## src/rtl/mac_dec_rr_if.sv

```systemverilog
// Bus bundle for mac_dec_rr: per-port ingress FIFOs, header FIFO, body FIFO and drop strobe.
// The master side is the decoder; the slave side is the FIFO environment.
interface mac_dec_rr_if #(
    parameter int NPORT     = 4,
    parameter int HDR_BYTES = 14,
    parameter int LEN_W     = 11
);
    localparam int PID_W = (NPORT > 1) ? $clog2(NPORT) : 1;
    localparam int HW    = HDR_BYTES * 8 + LEN_W + PID_W;

    // Ingress PHY FIFOs (first-word-fall-through)
    logic [NPORT*8-1:0] i_fifo_dout;
    logic [NPORT-1:0]   i_fifo_empty;
    logic [NPORT-1:0]   i_fifo_aempty;
    logic [NPORT-1:0]   i_fifo_del;
    logic [NPORT-1:0]   i_fifo_rden;

    // Header FIFO
    logic [HW-1:0]      h_fifo_din;
    logic               h_fifo_wren;
    logic               h_fifo_full;

    // Body FIFO
    logic [7:0]         b_fifo_din;
    logic               b_fifo_wren;
    logic               b_fifo_del;
    logic               b_fifo_afull;

    logic               drop_pulse;

    modport master (
        input  i_fifo_dout, i_fifo_empty, i_fifo_aempty, i_fifo_del, h_fifo_full, b_fifo_afull,
        output i_fifo_rden, h_fifo_din, h_fifo_wren, b_fifo_din, b_fifo_wren, b_fifo_del,
               drop_pulse
    );

    modport slave (
        output i_fifo_dout, i_fifo_empty, i_fifo_aempty, i_fifo_del, h_fifo_full, b_fifo_afull,
        input  i_fifo_rden, h_fifo_din, h_fifo_wren, b_fifo_din, b_fifo_wren, b_fifo_del,
               drop_pulse
    );
endinterface

```

## src/rtl/mac_dec_rr.sv

```systemverilog
// mac_dec_rr: round-robin frame decoder. Grants one eligible ingress port at a time, splits the
// frame into a fixed-size header (written with length and port id to the header FIFO) and a
// payload byte stream (written to the body FIFO). Runts and oversize frames are dropped.
module mac_dec_rr #(
    parameter int NPORT     = 4,
    parameter int HDR_BYTES = 14,
    parameter int LEN_W     = 11
) (
    input  logic         clk,
    input  logic         arst_n,
    mac_dec_rr_if.master bus
);
    localparam int PID_W = (NPORT > 1) ? $clog2(NPORT) : 1;
    localparam int HW    = HDR_BYTES * 8 + LEN_W + PID_W;
    localparam int HDR_W = HDR_BYTES * 8;
    localparam int CNT_W = $clog2(HDR_BYTES + 1);

    typedef enum logic [2:0] {
        StIdle    = 3'd0,
        StHeader  = 3'd1,
        StPayload = 3'd2,
        StDiscard = 3'd3,
        StEnd     = 3'd4
    } state_e;

    state_e           state_q;
    logic [PID_W-1:0] pid_q;
    logic [PID_W-1:0] last_pid_q;
    logic [CNT_W-1:0] cnt_q;
    logic [HDR_W-1:0] hdr_q;
    logic [LEN_W-1:0] len_q;

    logic [HW-1:0]    h_din_q;
    logic             h_wren_q;
    logic [7:0]       b_din_q;
    logic             b_wren_q;
    logic             b_del_q;
    logic             drop_q;

    logic             active;
    logic             pop;
    logic             pop_del;
    logic [7:0]       pop_byte;
    logic [LEN_W-1:0] len_inc;
    logic             len_sat;
    logic             grant_vld;
    logic [PID_W-1:0] grant_pid;
    logic [NPORT-1:0] rden;

    // Current-port view of the ingress FIFOs and the saturating length increment
    always_comb begin
        active   = (state_q == StHeader) || (state_q == StPayload) || (state_q == StDiscard);
        pop      = active && !bus.i_fifo_empty[pid_q];
        pop_byte = bus.i_fifo_dout[{pid_q, 3'b000} +: 8];
        pop_del  = bus.i_fifo_del[pid_q];
        len_inc  = (&len_q) ? len_q : len_q + LEN_W'(1);
        len_sat  = &len_inc;
    end

    // Pop strobe: only the granted port, only while it has data; zero in reset via state
    always_comb begin
        rden = '0;
        if (pop) begin
            rden[pid_q] = 1'b1;
        end
    end

    // Round-robin search starting one past the last granted port
    always_comb begin
        grant_vld = 1'b0;
        grant_pid = '0;
        for (int i = 1; i <= NPORT; i++) begin
            if (!grant_vld && !bus.i_fifo_aempty[(int'(last_pid_q) + i) % NPORT]) begin
                grant_vld = 1'b1;
                grant_pid = PID_W'((int'(last_pid_q) + i) % NPORT);
            end
        end
    end

    // Frame FSM with registered write strobes; strobes default low so each is one cycle wide
    always_ff @(posedge clk or negedge arst_n) begin
        if (!arst_n) begin
            state_q    <= StIdle;
            pid_q      <= '0;
            last_pid_q <= PID_W'(NPORT - 1);
            cnt_q      <= '0;
            hdr_q      <= '0;
            len_q      <= '0;
            h_din_q    <= '0;
            h_wren_q   <= 1'b0;
            b_din_q    <= '0;
            b_wren_q   <= 1'b0;
            b_del_q    <= 1'b0;
            drop_q     <= 1'b0;
        end else begin
            h_wren_q <= 1'b0;
            b_wren_q <= 1'b0;
            b_del_q  <= 1'b0;
            drop_q   <= 1'b0;
            case (state_q)
                StIdle: begin
                    if (!bus.h_fifo_full && !bus.b_fifo_afull && grant_vld) begin
                        pid_q      <= grant_pid;
                        last_pid_q <= grant_pid;
                        state_q    <= StHeader;
                    end
                end
                StHeader: begin
                    if (pop) begin
                        hdr_q <= HDR_W'({hdr_q, pop_byte});
                        cnt_q <= cnt_q + CNT_W'(1);
                        if (pop_del) begin
                            // Delimiter inside the header: runt, nothing was written yet
                            drop_q  <= 1'b1;
                            state_q <= StEnd;
                        end else if (cnt_q == CNT_W'(HDR_BYTES - 1)) begin
                            state_q <= StPayload;
                        end
                    end
                end
                StPayload: begin
                    if (pop) begin
                        b_din_q  <= pop_byte;
                        b_wren_q <= 1'b1;
                        len_q    <= len_inc;
                        if (pop_del) begin
                            b_del_q  <= 1'b1;
                            h_wren_q <= 1'b1;
                            h_din_q  <= {hdr_q, len_inc, pid_q};
                            state_q  <= StEnd;
                        end else if (len_sat) begin
                            state_q <= StDiscard;
                        end
                    end
                end
                StDiscard: begin
                    // Delimiter without write tells the body FIFO to roll back the partial frame
                    if (pop && pop_del) begin
                        b_del_q <= 1'b1;
                        drop_q  <= 1'b1;
                        state_q <= StEnd;
                    end
                end
                StEnd: begin
                    cnt_q   <= '0;
                    hdr_q   <= '0;
                    len_q   <= '0;
                    state_q <= StIdle;
                end
                default: begin
                    state_q <= StEnd;
                end
            endcase
        end
    end

    assign bus.i_fifo_rden = rden;
    assign bus.h_fifo_din  = h_din_q;
    assign bus.h_fifo_wren = h_wren_q;
    assign bus.b_fifo_din  = b_din_q;
    assign bus.b_fifo_wren = b_wren_q;
    assign bus.b_fifo_del  = b_del_q;
    assign bus.drop_pulse  = drop_q;

endmodule

```

## src/flat_wrapper.sv

```systemverilog
// flat-port wrapper written by rule: the top's interface ports become plain ports
module mac_dec_rr_flat 
#(
    parameter int NPORT     = 4,
    parameter int HDR_BYTES = 14,
    parameter int LEN_W     = 11
)
  (clk, arst_n, bus_i_fifo_dout, bus_i_fifo_empty, bus_i_fifo_aempty, bus_i_fifo_del, bus_h_fifo_full, bus_b_fifo_afull, bus_i_fifo_rden, bus_h_fifo_din, bus_h_fifo_wren, bus_b_fifo_din, bus_b_fifo_wren, bus_b_fifo_del, bus_drop_pulse);
  mac_dec_rr_if #(.NPORT(NPORT), .HDR_BYTES(HDR_BYTES), .LEN_W(LEN_W)) bus_i ();
  input  logic clk;
  input  logic arst_n;
  input wire logic [$bits(bus_i.i_fifo_dout)-1:0] bus_i_fifo_dout;
  input wire logic [$bits(bus_i.i_fifo_empty)-1:0] bus_i_fifo_empty;
  input wire logic [$bits(bus_i.i_fifo_aempty)-1:0] bus_i_fifo_aempty;
  input wire logic [$bits(bus_i.i_fifo_del)-1:0] bus_i_fifo_del;
  input wire logic [$bits(bus_i.h_fifo_full)-1:0] bus_h_fifo_full;
  input wire logic [$bits(bus_i.b_fifo_afull)-1:0] bus_b_fifo_afull;
  output wire logic [$bits(bus_i.i_fifo_rden)-1:0] bus_i_fifo_rden;
  output wire logic [$bits(bus_i.h_fifo_din)-1:0] bus_h_fifo_din;
  output wire logic [$bits(bus_i.h_fifo_wren)-1:0] bus_h_fifo_wren;
  output wire logic [$bits(bus_i.b_fifo_din)-1:0] bus_b_fifo_din;
  output wire logic [$bits(bus_i.b_fifo_wren)-1:0] bus_b_fifo_wren;
  output wire logic [$bits(bus_i.b_fifo_del)-1:0] bus_b_fifo_del;
  output wire logic [$bits(bus_i.drop_pulse)-1:0] bus_drop_pulse;
  assign bus_i.i_fifo_dout = bus_i_fifo_dout;
  assign bus_i.i_fifo_empty = bus_i_fifo_empty;
  assign bus_i.i_fifo_aempty = bus_i_fifo_aempty;
  assign bus_i.i_fifo_del = bus_i_fifo_del;
  assign bus_i.h_fifo_full = bus_h_fifo_full;
  assign bus_i.b_fifo_afull = bus_b_fifo_afull;
  assign bus_i_fifo_rden = bus_i.i_fifo_rden;
  assign bus_h_fifo_din = bus_i.h_fifo_din;
  assign bus_h_fifo_wren = bus_i.h_fifo_wren;
  assign bus_b_fifo_din = bus_i.b_fifo_din;
  assign bus_b_fifo_wren = bus_i.b_fifo_wren;
  assign bus_b_fifo_del = bus_i.b_fifo_del;
  assign bus_drop_pulse = bus_i.drop_pulse;
  mac_dec_rr #(.NPORT(NPORT), .HDR_BYTES(HDR_BYTES), .LEN_W(LEN_W)) u_core (.clk(clk), .arst_n(arst_n), .bus(bus_i));
endmodule
```

## config.mk

```make
export PLATFORM = sky130hd
export DESIGN_NAME = mac_dec_rr_flat
export DESIGN_NICKNAME = d
export VERILOG_FILES = /design/src/rtl/mac_dec_rr_if.sv /design/src/rtl/mac_dec_rr.sv /design/src/flat_wrapper.sv
export SDC_FILE = /design/constraint.sdc
export NUM_CORES = 1
export LEC_CHECK = 0
export ABC_AREA = 1
export CORE_MARGIN = 2
export CORE_UTILIZATION = 40
export CTS_CLUSTER_SIZE = 8
export DETAILED_ROUTE_END_ITERATION = 16
export SETUP_SLACK_MARGIN = 0.4
export SLEW_MARGIN = 10
export SYNTH_ARGS = -nofsm -noshare
export SYNTH_HDL_FRONTEND = slang
export SYNTH_SLANG_ARGS = --single-unit
```

## constraint.sdc

```tcl
create_clock -name clk -period 2.6 [get_ports clk]
set_input_delay 0.52 -clock clk [delete_from_list [all_inputs] [get_ports clk]]
set_output_delay 0.52 -clock clk [all_outputs]
set_load 0.03 [all_outputs]
```

==> key figures <==
Status
  – Outcome: complete, no violations

Logic synthesis
  – Seq/Total Area, Yosys: 62.7%
  – Post-Syn Nets: 1130
  – Synth top area cells: dfrtp_1, a21oi_1, nor2_1, o22ai_1, inv_1
  – Syn_area_per_cell: 10.0 um2
  – Synth cell types: 34
  – Number of flops mapped to enable cells by yosys: 0
  – Post-synth top flop: dfrtp_1
  – Synth Register Bits: 271
  – Yosys Warn Count: 0
  – Synthesized area: 0.0108 mm2
  – Area share of the largest cell type after synthesis: 62.2%
  – Most numerous cell in the Yosys netlist: dfrtp_1
  – Async S/R FF share, synth: 100%
  – Mapped Cells: 1079
  – List of most frequent post-synthesis cells: dfrtp_1, nor2_1, inv_1, nand2_1, a21oi_1
  – Cell taking the most area after synthesis: dfrtp_1

Clock network
  – Clock Tree Root: clkbuf_16
  – CTS max path bufs: 3
  – Clk slew on worst S/H paths: 50 ps
  – Htree depth: 2
  – Clock sink count: 271
  – CTS tree: yes
  – CTS Buf Count: 39
  – Clock Latency Late Sink: 510 ps

Timing
  – Max Freq: 0.416 GHz
  – Final setup violation count: 0
  – Total Neg Setup Slack: 0 ps
  – Slew Limit Headroom: 53.5%
  – Final Hold Fails: 0
  – Slew @ Worst Pin: 698 ps
  – Slew Viols, Final: 0
  – Fin crit period: 2400 ps
  – Fin crit share: 92.4%
  – RSZ-0062 raised after global routing: yes
  – Setup Skew: 9.13 ps

Power and ir drop
  – Overall Power: 20.9 mW
  – P_leak: 7.18 nW
  – Pwr Density: 1290 mW/mm2
  – Worst vdd ir: 0.586 mV

Job
  – Max Cap Viol: 0

Worst setup path
  – Startpoint Class: flip-flop
  – Worst Path Arrival: 1880 ps
  – R2r worst-path depth: 16
  – RR Startpoint: u_core.pid_q[0]
  – R2R Path End: u_core.bus.h_fifo_din[59]
  – CP Capture Type: output port
  – CP Class: flip-flop to output port
  – Worst R2R Setup Slack: 270 ps
  – CP Max Fanout: 7
  – Critical path required time: 2080 ps

Placement
  – I/O Buffers: 188
  – Dpl hpwl: 17900 um
  – Final Wtd Congestion: 0.801

Worst hold path
  – Hold path cells: 1
  – WHS Endpoint: u_core.cnt_q[3]
  – Path category of the worst min-delay check: flip-flop to flip-flop
  – Beginning of the worst hold path: u_core.cnt_q[3]

GRT
  – Number of global-route vias before repair: 8297
  – Initial antenna violation count: 0
  – Largest net degree at the start of global routing: 70
  – Global-route wire length before repair: 44200 um
  – Gr ovfl total: 0
  – Global-route usage over all layers: 19.4%

Drt
  – Remaining DRCs: 0
  – DR WL/cell: 18.6 um
  – Vias/cell: 5.19
  – First-pass DRT Iterations: 5
  – DRT antenna net count: 0
  – Via Count: 8819
  – Iteration-0 DRC Markers: 562
  – DRT Wirelength: 31600 um

Die
  – Core ar.: 0.0267 mm2
  – Die area: 0.0284 mm2
  – I/O pin count: 189
  – Die Wd: 168 um
  – # rows: 60
  – Initial Util: 40.5%
  – Die Span Y: 168 um

Finish
  – Fillers: 2185
  – Diode count: 0
  – Area of the multi-input gates: 0.00405 mm2
  – Register area: 0.00679 mm2
  – Net count, final: 1395
  – Share of cells above drive strength 1: 24.9%
  – Syn-to-layout area delta: 49.9%
==> stage by stage <==
step | util (%) | cell area (um2) | setup WS [ps] | hold WS [ps] | cells
floorplan | - | 10800 | 625 | 224 | 1079
global placement | 49.1 | 13100 | 239 | 444 | 1579
detailed placement | 49.1 | 13100 | 188 | 445 | 1579
CTS | 53.5 | 14300 | 232 | 469 | 1643
global route | 60.7 | 16200 | 128 | 501 | 1699
finish | 60.7 | 16200 | 198 | 472 | 1699
==> worst max-delay path by stage <==
| stage | start | end | cells after the start |
|---|---|---|---|
| 2_1_floorplan | u_core.pid_q[0] | bus_i_fifo_rden[3] | 8 |
| 4_1_cts | u_core.pid_q[0] | bus_i_fifo_rden[2] | 8 |
| 3_3_place_gp | bus_i_fifo_del[1] | u_core.bus.h_fifo_din[123] | 9 |
| 5_1_grt | u_core.pid_q[0] | bus_i_fifo_rden[2] | 8 |
| 6_report | u_core.pid_q[0] | bus_i_fifo_rden[2] | 8 |
| 3_5_place_dp | bus_i_fifo_empty[3] | u_core.bus.h_fifo_din[67] | 10 |
==> placed cells by master (no fill, tap or decap), types with 3 or more instances in the layout <==
cell type,netlist,final
nor2_4,3,69
a22o_1,8,8
nor2_2,3,8
clkbuf_1,6,13
buf_4,11,22
inv_4,0,3
o21ai_0,25,24
ha_1,3,3
a22oi_1,12,12
nor2_1,146,75
dfrtp_1,269,266
buf_6,8,24
buf_16,0,3
o22ai_1,87,87
buf_8,0,8
buf_12,0,15
inv_1,143,143
a21oi_2,0,74
clkdlybuf4s50_1,0,183
mux2_4,0,19
a21oi_1,116,42
a31oi_1,8,8
o22ai_2,9,9
nand2_1,128,123
clkbuf_16,0,61
nand3_1,21,19
dfrtp_2,0,3
nand2_2,2,6
nand4_1,4,4
==> state kept, by name (all words and copies together) (netlist names) <==
name / count
u_core.bus.h_fifo_din: 125
u_core.bus.b_fifo_wren: 1
u_core.bus.h_fifo_wren: 1
u_core.bus.drop_pulse: 1
u_core.cnt_q: 4
u_core.len_q: 11
u_core.state_q: 3
u_core.bus.b_fifo_din: 8
u_core.bus.b_fifo_del: 1
u_core.hdr_q: 112
u_core.last_pid_q: 2
u_core.pid_q: 2
==> routing by layer <==
metal	track usage, %	wire, um
met5	0	0
met4	5.77	733
met3	3.83	1440
met2	30.5	14900
met1	27.3	14500
==> critical path, stage by stage, from the launching register on <==
cell and delay, ps:
dfrtp_2 460, buf_4 170, nor2_8 30, nand2_1 70, nand3_2 100, nor2_4 140
inv_4 60, nor3_4 180, buf_6 160
==> cell families after synthesis <==
family	after synthesis	share of synthesized area (%)
XOR/XNOR	2	0.162
AO/OA/AOI/OAI	270	14.9
multiplexers	19	1.98
flip-flops	271	62.7
adder cells (fa/ha/maj)	3	0.347
AND/OR/NAND/NOR	312	11.7
buffers and inverters	202	8.21
==> layout make-up <==
| type | count | share of cell area, % |
|---|---|---|
| inverters | 150 | 3.53 |
| repair buffers | 276 | 20.2 |
| flip-flops and latches | 271 | 41.9 |
| multi-input cells | 606 | 25.0 |
| clock buffers | 54 | 6.63 |
| clock inverters | 1 | 0.123 |
| well taps | 341 | 2.63 |
==> what timing repair did <==
item | in CTS | in global routing
hold endpoints to repair | 40 | 0
hold buffers | 1 | 0
endpoints found under the setup margin | 8 | 133
pin swaps | 3 | 12
gates cloned | 0 | 30
resized for setup | 10 | 289
setup buffers | 8 | 26
==> where the power goes <==
part	internal, mW	total, mW	switching (mW)
logic	3.87	9.30	5.43
clock network	2.84	4.59	1.75
registers	5.89	7.06	1.16
total	12.6	20.9	8.34
(Power assumes the default switching activity.)
